**config.mk**
```make
export PLATFORM = sky130hd
export DESIGN_NAME = alu_mdu_flat
export DESIGN_NICKNAME = d
export VERILOG_FILES = /design/src/rtl/alu_mdu_if.sv /design/src/rtl/alu_mdu.sv /design/src/flat_wrapper.sv
export SDC_FILE = /design/constraint.sdc
export NUM_CORES = 1
export LEC_CHECK = 0
export BUFFER_PORTS_ARGS = -buffer_cell sky130_fd_sc_hd__buf_2
export CAP_MARGIN = 40
export CORE_MARGIN = 3
export CORE_UTILIZATION = 45
export CTS_BUF_LIST = sky130_fd_sc_hd__clkbuf_8
export DETAILED_ROUTE_END_ITERATION = 16
export GPL_TIMING_DRIVEN = 0
export PLACE_DENSITY = 0.72
export SETUP_SLACK_MARGIN = 0.5
export SYNTH_ARGS = -nofsm -noshare
export SYNTH_HDL_FRONTEND = slang
export SYNTH_SLANG_ARGS = --single-unit
```
**constraint.sdc**
```tcl
create_clock -name clk -period 5.6 [get_ports clk]
set_input_delay 0.84 -clock clk [delete_from_list [all_inputs] [get_ports clk]]
set_output_delay 0.84 -clock clk [all_outputs]
set_load 0.03 [all_outputs]
```
**src/rtl/alu_mdu_if.sv**
```systemverilog
// Execute-stage request/result bus for alu_mdu: request handshake, operands, flush and result handshake.
interface alu_mdu_if #(
    parameter int unsigned XLEN = 32
);
    logic            flush;
    logic            in_valid;
    logic            in_ready;
    logic [4:0]      op;
    logic [XLEN-1:0] a;
    logic [XLEN-1:0] b;
    logic            out_valid;
    logic            out_ready;
    logic [XLEN-1:0] y;
    logic            illegal;

    modport master (
        output flush, in_valid, op, a, b, out_ready,
        input  in_ready, out_valid, y, illegal
    );

    modport slave (
        input  flush, in_valid, op, a, b, out_ready,
        output in_ready, out_valid, y, illegal
    );
endinterface

```
**src/rtl/alu_mdu.sv**
```systemverilog
// Valid/ready execute unit: single-cycle integer ops plus iterative (bit-serial) RV32M multiply/divide.
// Define ALU_MDU_DIV_EN to build the divider; without it ops 20-23 complete at once with illegal=1.
module alu_mdu #(
    parameter int unsigned XLEN  = 32,
    parameter int unsigned CNT_W = $clog2(XLEN) + 1
) (
    input logic      clk,
    input logic      rst,
    alu_mdu_if.slave bus
);
    localparam int unsigned     SH_W      = $clog2(XLEN);
    localparam logic [4:0]      OP_MUL    = 5'd16;
    localparam logic [4:0]      OP_MULH   = 5'd17;
    localparam logic [4:0]      OP_MULHSU = 5'd18;
    localparam logic [4:0]      OP_MULHU  = 5'd19;
    localparam logic [4:0]      OP_DIV    = 5'd20;
    localparam logic [4:0]      OP_REMU   = 5'd23;
    localparam logic [XLEN-1:0] MIN_VAL   = {1'b1, {(XLEN-1){1'b0}}};

    typedef enum logic [1:0] {IDLE, BUSY, DONE} state_t;

    state_t           state;
    logic [XLEN-1:0]  hi, lo, opnd, y_r;
    logic             illegal_r;
    logic [CNT_W-1:0] cnt;
    logic             hi_sel;   // MULH*: high product half; divide: remainder
    logic             neg;      // negate the final magnitude
`ifdef ALU_MDU_DIV_EN
    logic             is_mul;
    logic             l_mul;
    logic [XLEN:0]    d_t;
    logic [XLEN-1:0]  d_diff;
    logic             d_ge;
`endif

    logic [4:0]      op;
    logic            accept, is_mul_op, is_div_op;
    logic            a_neg, b_neg;
    logic [XLEN-1:0] abs_a, abs_b;
    state_t          l_state;
    logic [XLEN-1:0] l_y;
    logic            l_ill, l_hi_sel, l_neg;
    logic [XLEN:0]   m_sum;
    logic [XLEN-1:0] hi_n, lo_n, res;
    logic [2*XLEN-1:0] prod;

    function automatic logic [XLEN-1:0] simple_res(input logic [4:0] o,
                                                   input logic [XLEN-1:0] x,
                                                   input logic [XLEN-1:0] z);
        logic [SH_W-1:0] sh;
        sh = z[SH_W-1:0];
        case (o)
            5'd0:    return x + z;
            5'd1:    return x - z;
            5'd2:    return x & z;
            5'd3:    return x | z;
            5'd4:    return x ^ z;
            5'd5:    return x << sh;
            5'd6:    return x >> sh;
            5'd7:    return XLEN'($signed(x) >>> sh);
            default: return z;
        endcase
    endfunction

    assign op        = bus.op;
    assign is_mul_op = (op >= OP_MUL) && (op <= OP_MULHU);
    assign is_div_op = (op >= OP_DIV) && (op <= OP_REMU);
    assign accept    = bus.in_valid && bus.in_ready && !bus.flush;

    // What an accepted request loads: final result for one-cycle ops, operand magnitudes otherwise
    always_comb begin
        a_neg = 1'b0;
        b_neg = 1'b0;
        if (is_mul_op) begin
            a_neg = ((op == OP_MULH) || (op == OP_MULHSU)) && bus.a[XLEN-1];
            b_neg = (op == OP_MULH) && bus.b[XLEN-1];
        end
`ifdef ALU_MDU_DIV_EN
        else if (is_div_op) begin
            a_neg = !op[0] && bus.a[XLEN-1];
            b_neg = !op[0] && bus.b[XLEN-1];
        end
`endif
        abs_a    = a_neg ? -bus.a : bus.a;
        abs_b    = b_neg ? -bus.b : bus.b;
        l_state  = DONE;
        l_y      = simple_res(op, bus.a, bus.b);
        l_ill    = 1'b0;
        l_hi_sel = 1'b0;
        l_neg    = 1'b0;
`ifdef ALU_MDU_DIV_EN
        l_mul    = 1'b1;
`endif
        if (is_mul_op) begin
            l_state  = BUSY;
            l_hi_sel = (op != OP_MUL);
            l_neg    = a_neg ^ b_neg;
        end else if (is_div_op) begin
`ifdef ALU_MDU_DIV_EN
            l_hi_sel = op[1];
            l_mul    = 1'b0;
            if (bus.b == '0) begin
                l_y = op[1] ? bus.a : '1;
            end else if (!op[0] && (bus.a == MIN_VAL) && (bus.b == '1)) begin
                l_y = op[1] ? '0 : bus.a;
            end else begin
                l_state = BUSY;
                l_neg   = op[1] ? a_neg : (a_neg ^ b_neg);
            end
`else
            l_y   = '0;
            l_ill = 1'b1;
`endif
        end
    end

    // One iteration: shift-add multiply or restoring shift-subtract divide, plus sign fix-up
    always_comb begin
        m_sum = {1'b0, hi} + (lo[0] ? {1'b0, opnd} : '0);
        hi_n  = m_sum[XLEN:1];
        lo_n  = {m_sum[0], lo[XLEN-1:1]};
`ifdef ALU_MDU_DIV_EN
        d_t    = {hi, lo[XLEN-1]};
        d_ge   = d_t >= {1'b0, opnd};
        d_diff = XLEN'(d_t - {1'b0, opnd});
        if (!is_mul) begin
            hi_n = d_ge ? d_diff : d_t[XLEN-1:0];
            lo_n = {lo[XLEN-2:0], d_ge};
        end
`endif
        prod = {hi_n, lo_n};
        if (neg) prod = -prod;
        res = hi_sel ? prod[2*XLEN-1:XLEN] : prod[XLEN-1:0];
`ifdef ALU_MDU_DIV_EN
        if (!is_mul) begin
            res = hi_sel ? hi_n : lo_n;
            if (neg) res = -res;
        end
`endif
    end

    always_ff @(posedge clk or posedge rst) begin
        if (rst) begin
            state     <= IDLE;
            y_r       <= '0;
            illegal_r <= 1'b0;
            cnt       <= '0;
            hi        <= '0;
            lo        <= '0;
            opnd      <= '0;
            hi_sel    <= 1'b0;
            neg       <= 1'b0;
`ifdef ALU_MDU_DIV_EN
            is_mul    <= 1'b1;
`endif
        end else if (bus.flush) begin
            state <= IDLE;
        end else if (accept) begin
            state     <= l_state;
            illegal_r <= l_ill;
            hi        <= '0;
            lo        <= abs_a;
            opnd      <= abs_b;
            hi_sel    <= l_hi_sel;
            neg       <= l_neg;
            cnt       <= (l_state == BUSY) ? CNT_W'(XLEN) : '0;
`ifdef ALU_MDU_DIV_EN
            is_mul    <= l_mul;
`endif
            if (l_state == DONE) y_r <= l_y;
        end else if (state == BUSY) begin
            hi  <= hi_n;
            lo  <= lo_n;
            cnt <= cnt - CNT_W'(1);
            if (cnt == CNT_W'(1)) begin
                y_r   <= res;
                state <= DONE;
            end
        end else if ((state == DONE) && bus.out_ready) begin
            state <= IDLE;
        end
    end

    assign bus.in_ready  = (state == IDLE) || ((state == DONE) && bus.out_ready);
    assign bus.out_valid = (state == DONE);
    assign bus.y         = y_r;
    assign bus.illegal   = illegal_r;
endmodule

```
**src/flat_wrapper.sv**
```systemverilog
// flat-port wrapper written by rule: the top's interface ports become plain ports
module alu_mdu_flat 
#(
    parameter int unsigned XLEN  = 32,
    parameter int unsigned CNT_W = $clog2(XLEN) + 1
)
  (clk, rst, bus_flush, bus_in_valid, bus_op, bus_a, bus_b, bus_out_ready, bus_in_ready, bus_out_valid, bus_y, bus_illegal);
  alu_mdu_if #(.XLEN(XLEN)) bus_i ();
  input logic clk;
  input logic rst;
  input wire logic [$bits(bus_i.flush)-1:0] bus_flush;
  input wire logic [$bits(bus_i.in_valid)-1:0] bus_in_valid;
  input wire logic [$bits(bus_i.op)-1:0] bus_op;
  input wire logic [$bits(bus_i.a)-1:0] bus_a;
  input wire logic [$bits(bus_i.b)-1:0] bus_b;
  input wire logic [$bits(bus_i.out_ready)-1:0] bus_out_ready;
  output wire logic [$bits(bus_i.in_ready)-1:0] bus_in_ready;
  output wire logic [$bits(bus_i.out_valid)-1:0] bus_out_valid;
  output wire logic [$bits(bus_i.y)-1:0] bus_y;
  output wire logic [$bits(bus_i.illegal)-1:0] bus_illegal;
  assign bus_i.flush = bus_flush;
  assign bus_i.in_valid = bus_in_valid;
  assign bus_i.op = bus_op;
  assign bus_i.a = bus_a;
  assign bus_i.b = bus_b;
  assign bus_i.out_ready = bus_out_ready;
  assign bus_in_ready = bus_i.in_ready;
  assign bus_out_valid = bus_i.out_valid;
  assign bus_y = bus_i.y;
  assign bus_illegal = bus_i.illegal;
  alu_mdu #(.XLEN(XLEN), .CNT_W(CNT_W)) u_core (.clk(clk), .rst(rst), .bus(bus_i));
endmodule
```
==> impl_metrics.py <==
metrics = {
    "finish": {
        "finalInstanceArea_sq_mm": 0.0208,
        "layout-drive-gt1-share_pct": 13.4,
        "syn_to_final_growth_pct": 13.8,
        "regArea_sq_mm": 0.00348,
        "multi_input_area_sq_mm": 0.0141,
        "nFillCells": 3920,
        "nets": 2785,
    },
    "pwr": {
        "pwr-share-seq_pct": 25.7,
        "irDropWorstVdd_v": 0.000183,
        "swShare_pct": 52.2,
        "power.share.clock_pct": 11.9,
        "power.internal_mw": 3.08,
        "combPwrFrac_pct": 62.3,
        "powerDensity_mw_per_mm2": 310,
        "switchingPower_mw": 3.36,
        "cellLeakagePower_nw": 8.57,
    },
    "worst_setup_path": {
        "r2r_start": "u_core.lo[0]",
        "crit_top_cell": "buf_12",
        "path_buf_inv": 7,
        "r2r_cells": 15,
        "reg2reg_slack_ns": 0.46,
        "end_kind": "flop",
        "critPathRequiredTime_ns": 5.97,
        "cp_max_fo": 6,
        "r2r-end": "u_core.bus.y[31]",
        "cp.arrival_ns": 5.71,
        "critPathSlowestCell": "or3_4",
        "critPathKind": "in2reg",
        "cpPeakStageDelay_ns": 0.41,
        "crit_family": "simple AND/OR/NAND/NOR gates",
        "critPathLaunchType": "primary input",
    },
    "yosys": {
        "synthTopCellsByArea": "dfrtp_1, ha_1, o21ai_0",
        "yosysUniqueCellTypes": 91,
        "syn-num-nets": 2610,
        "ys_warn_count": 0,
        "synth_seq_cells": 139,
        "synth_edf_count": 0,
        "netlist_instances": 2401,
        "synth_area_per_cell_sq_um": 7.62,
        "ys.flop_type": "dfrtp_1",
        "synth_seq_area_share_pct": 19.0,
        "synth_async_sr_flop_share_pct": 100,
        "yosysTopAreaCell": "dfrtp_1",
        "synth_area_sq_mm": 0.0183,
        "yosysTopAreaCellShare_pct": 19.0,
    },
    "global_route": {
        "grt_max_degree": 95,
        "grt_pass1_wl_microns": 136000,
        "antenna_found_initial": 1,
        "grt_pass1_vias": 20300,
        "gr-usage-all-layers_pct": 42.2,
        "grt_overflow": 0,
    },
    "sta": {
        "timing.fmax_mhz": 187,
        "hold_viol": 0,
        "skew_ns": 0.0171,
        "grt_setup_unrepaired": "true",
        "fin_setup_tns_ns": 0,
        "fin_crit_ns": 5.34,
        "tightestPinTransition_ns": 0.974,
        "slew_viol_final": 0,
        "maxSlewHeadroom_pct": 35.1,
        "setup_viol": 0,
        "period_share_pct": 95.3,
    },
    "placement": {
        "gp_congestion": 1.10,
        "post_dp_cell_area_sq_mm": 0.0198,
        "hpwlAfterDp_microns": 76200,
        "port_buffers": 107,
    },
    "floorplanning": {
        "start_util_pct": 45.8,
        "dieWidth_microns": 208,
        "rows": 73,
        "core_sq_mm": 0.0399,
        "die-area_sq_mm": 0.0431,
        "die_h_microns": 208,
        "ios": 109,
    },
    "clocking": {
        "clock_path_buffers": 2,
        "htree_levels": 4,
        "cts_root_buf": "clkbuf_8",
        "cts_tree": "done",
        "cts_inserted_buffers": 17,
        "cts_sinks": 139,
        "clk_latency_ns": 0.49,
        "clkTransAtPathRegs_ns": 0.09,
    },
    "drt": {
        "num_vias": 21300,
        "firstDrtPassIters": 7,
        "drt-total-wl_microns": 94600,
        "viasPerCell": 6.83,
        "drc_errors": 0,
        "ant_nets": 0,
        "drt-initial-drc-count": 2900,
        "wire_per_inst_microns": 30.4,
    },
    "outcome": {
        "status": "finished clean",
    },
    "worst_hold_path": {
        "hold_class": "in2async",
    },
    "job": {
        "drv_cap": 0,
    },
}
[metal layers]
metal	global-route usage (%)	routed length, microns	vias to the layer above
met4	31.2	8610	2
li1	-	-	9231
met3	6.09	7540	425
met5	0	14	-
met1	50.6	35100	10100
met2	69.0	43300	1477
[cells in the mapped netlist (all sizes together) (12+ instances only)]
cell type,instances
inv,97
nand2,238
or3,33
nor3,50
dfrtp,139
buf,27
a211o,15
mux4,47
nor4,14
nand3,49
or4,12
a221oi,34
nand2b,18
a22oi,35
clkbuf,158
o221ai,18
o41ai,12
a21o,37
mux2i,51
a22o,18
xnor2,130
and3,17
a2111oi,15
nor2,243
nor2b,15
o21ai,239
a31oi,34
o31ai,27
and2,43
xor2,38
nand4,18
ha,133
a21oi,145
a211oi,39
o211ai,26
[cells by family after synthesis]
family	after synthesis	synth area share, %
simple gates	781	20.1
mux	106	9.07
xor+xnor	168	8.04
flops	139	19.0
buf+inv	283	5.87
compound gates	789	28.6
fa+ha+maj	135	9.32
[how the worst max path moves through the flow]
stage / start / endpoint / slack (ns) / cells after the start
final: bus_b[0] / u_core.bus.y[27] / 0.26 / 26
after global routing: bus_b[0] / u_core.bus.y[31] / 0.15 / 26
after CTS: bus_b[0] / u_core.bus.y[31] / 0.39 / 27
after detailed placement: bus_op[4] / u_core.bus.y[30] / -1.11 / 20
after global placement: bus_op[4] / u_core.bus.y[30] / -1.32 / 19
after floorplan: bus_b[0] / u_core.bus.y[31] / 0.17 / 24
[what timing repair did]
item | 4_1_cts | 5_1_grt
gates resized for setup | 62 | 34
setup buffers | 22 | 10
pin swaps | 27 | 24
hold buffers | 0 | 0
endpoints found under the setup margin | 22 | 16
[layout by cell type (no fill, tap or decap), types with 10 or more instances in the layout]
cell	instances
a211o_1	15
a211oi_1	36
a21o_1	37
a21oi_1	141
a221oi_1	34
a22o_1	18
a22oi_1	35
a31oi_1	31
and2_1	42
and3_1	17
buf_1	17
buf_2	114
buf_4	31
buf_6	10
clkbuf_1	150
clkbuf_8	22
dfrtp_1	139
ha_1	131
inv_1	95
mux2i_1	51
mux4_2	47
nand2_1	236
nand2b_1	18
nand3_1	44
nand4_1	18
nor2_1	239
nor2b_1	15
nor3_1	39
nor4_1	12
o211ai_1	26
o21a_1	11
o21ai_0	228
o221ai_1	17
o22ai_1	10
o31ai_1	26
o41ai_1	10
or3_1	31
xnor2_1	126
xor2_1	37
[state kept, by name, indices dropped and copies added (netlist names)]
name	count
u_core.opnd	32
u_core.bus.illegal	1
u_core.cnt	6
u_core.lo	32
u_core.neg	1
u_core.bus.y	32
u_core.state	2
u_core.hi	32
u_core.hi_sel	1
[worst reg2reg max path, stage by stage (launching register included)]
cell and delay [ns]:
dfrtp_1 0.51, clkbuf_1 0.33, and2_1 0.18, ha_1 0.22, clkbuf_1 0.26, a21o_1 0.31
a2111oi_0 0.55, o41ai_1 0.21, a211oi_1 0.23, a21boi_0 0.46, o21ai_0 0.26, and4b_1 0.23
a311oi_1 0.57, nand4_1 0.22, mux2i_1 0.17, a211o_1 0.31
[metrics by stage]
stage	hold slack [ns]	worst slack (ns)	instances	utilization [%]	total power [mW]
after floorplan	0.430	0.165	2401	-	4.22
after global placement	0.449	-1.32	3033	49.1	5.31
after detailed placement	0.456	-1.11	3049	49.6	5.41
after CTS	0.348	0.393	3103	51.5	6.26
after global routing	0.376	0.149	3114	52.1	6.82
final	0.351	0.262	3115	52.1	6.44
[area by class of cell]
class	instances	share of cell area, %
multi-input cells	1979	67.8
flip-flops and latches	139	16.7
repair buffers	156	4.68
plain buffers	185	4.01
well taps	525	3.16
inverters	98	1.91
clock buffers	20	1.32
clock inverters	12	0.433
diodes	1	0.0120
[power by group through the flow]
stage          Clock (mW)  Sequential [mW]  Combinational, mW
6_report            0.769             1.66               4.02
5_1_grt             0.815             1.69               4.32
4_1_cts             0.772             1.64               3.84
3_5_place_dp            0             1.66               3.75
3_3_place_gp            0             1.64               3.67
2_1_floorplan           0             1.79               2.43
Power figures use the tool's default switching activity.
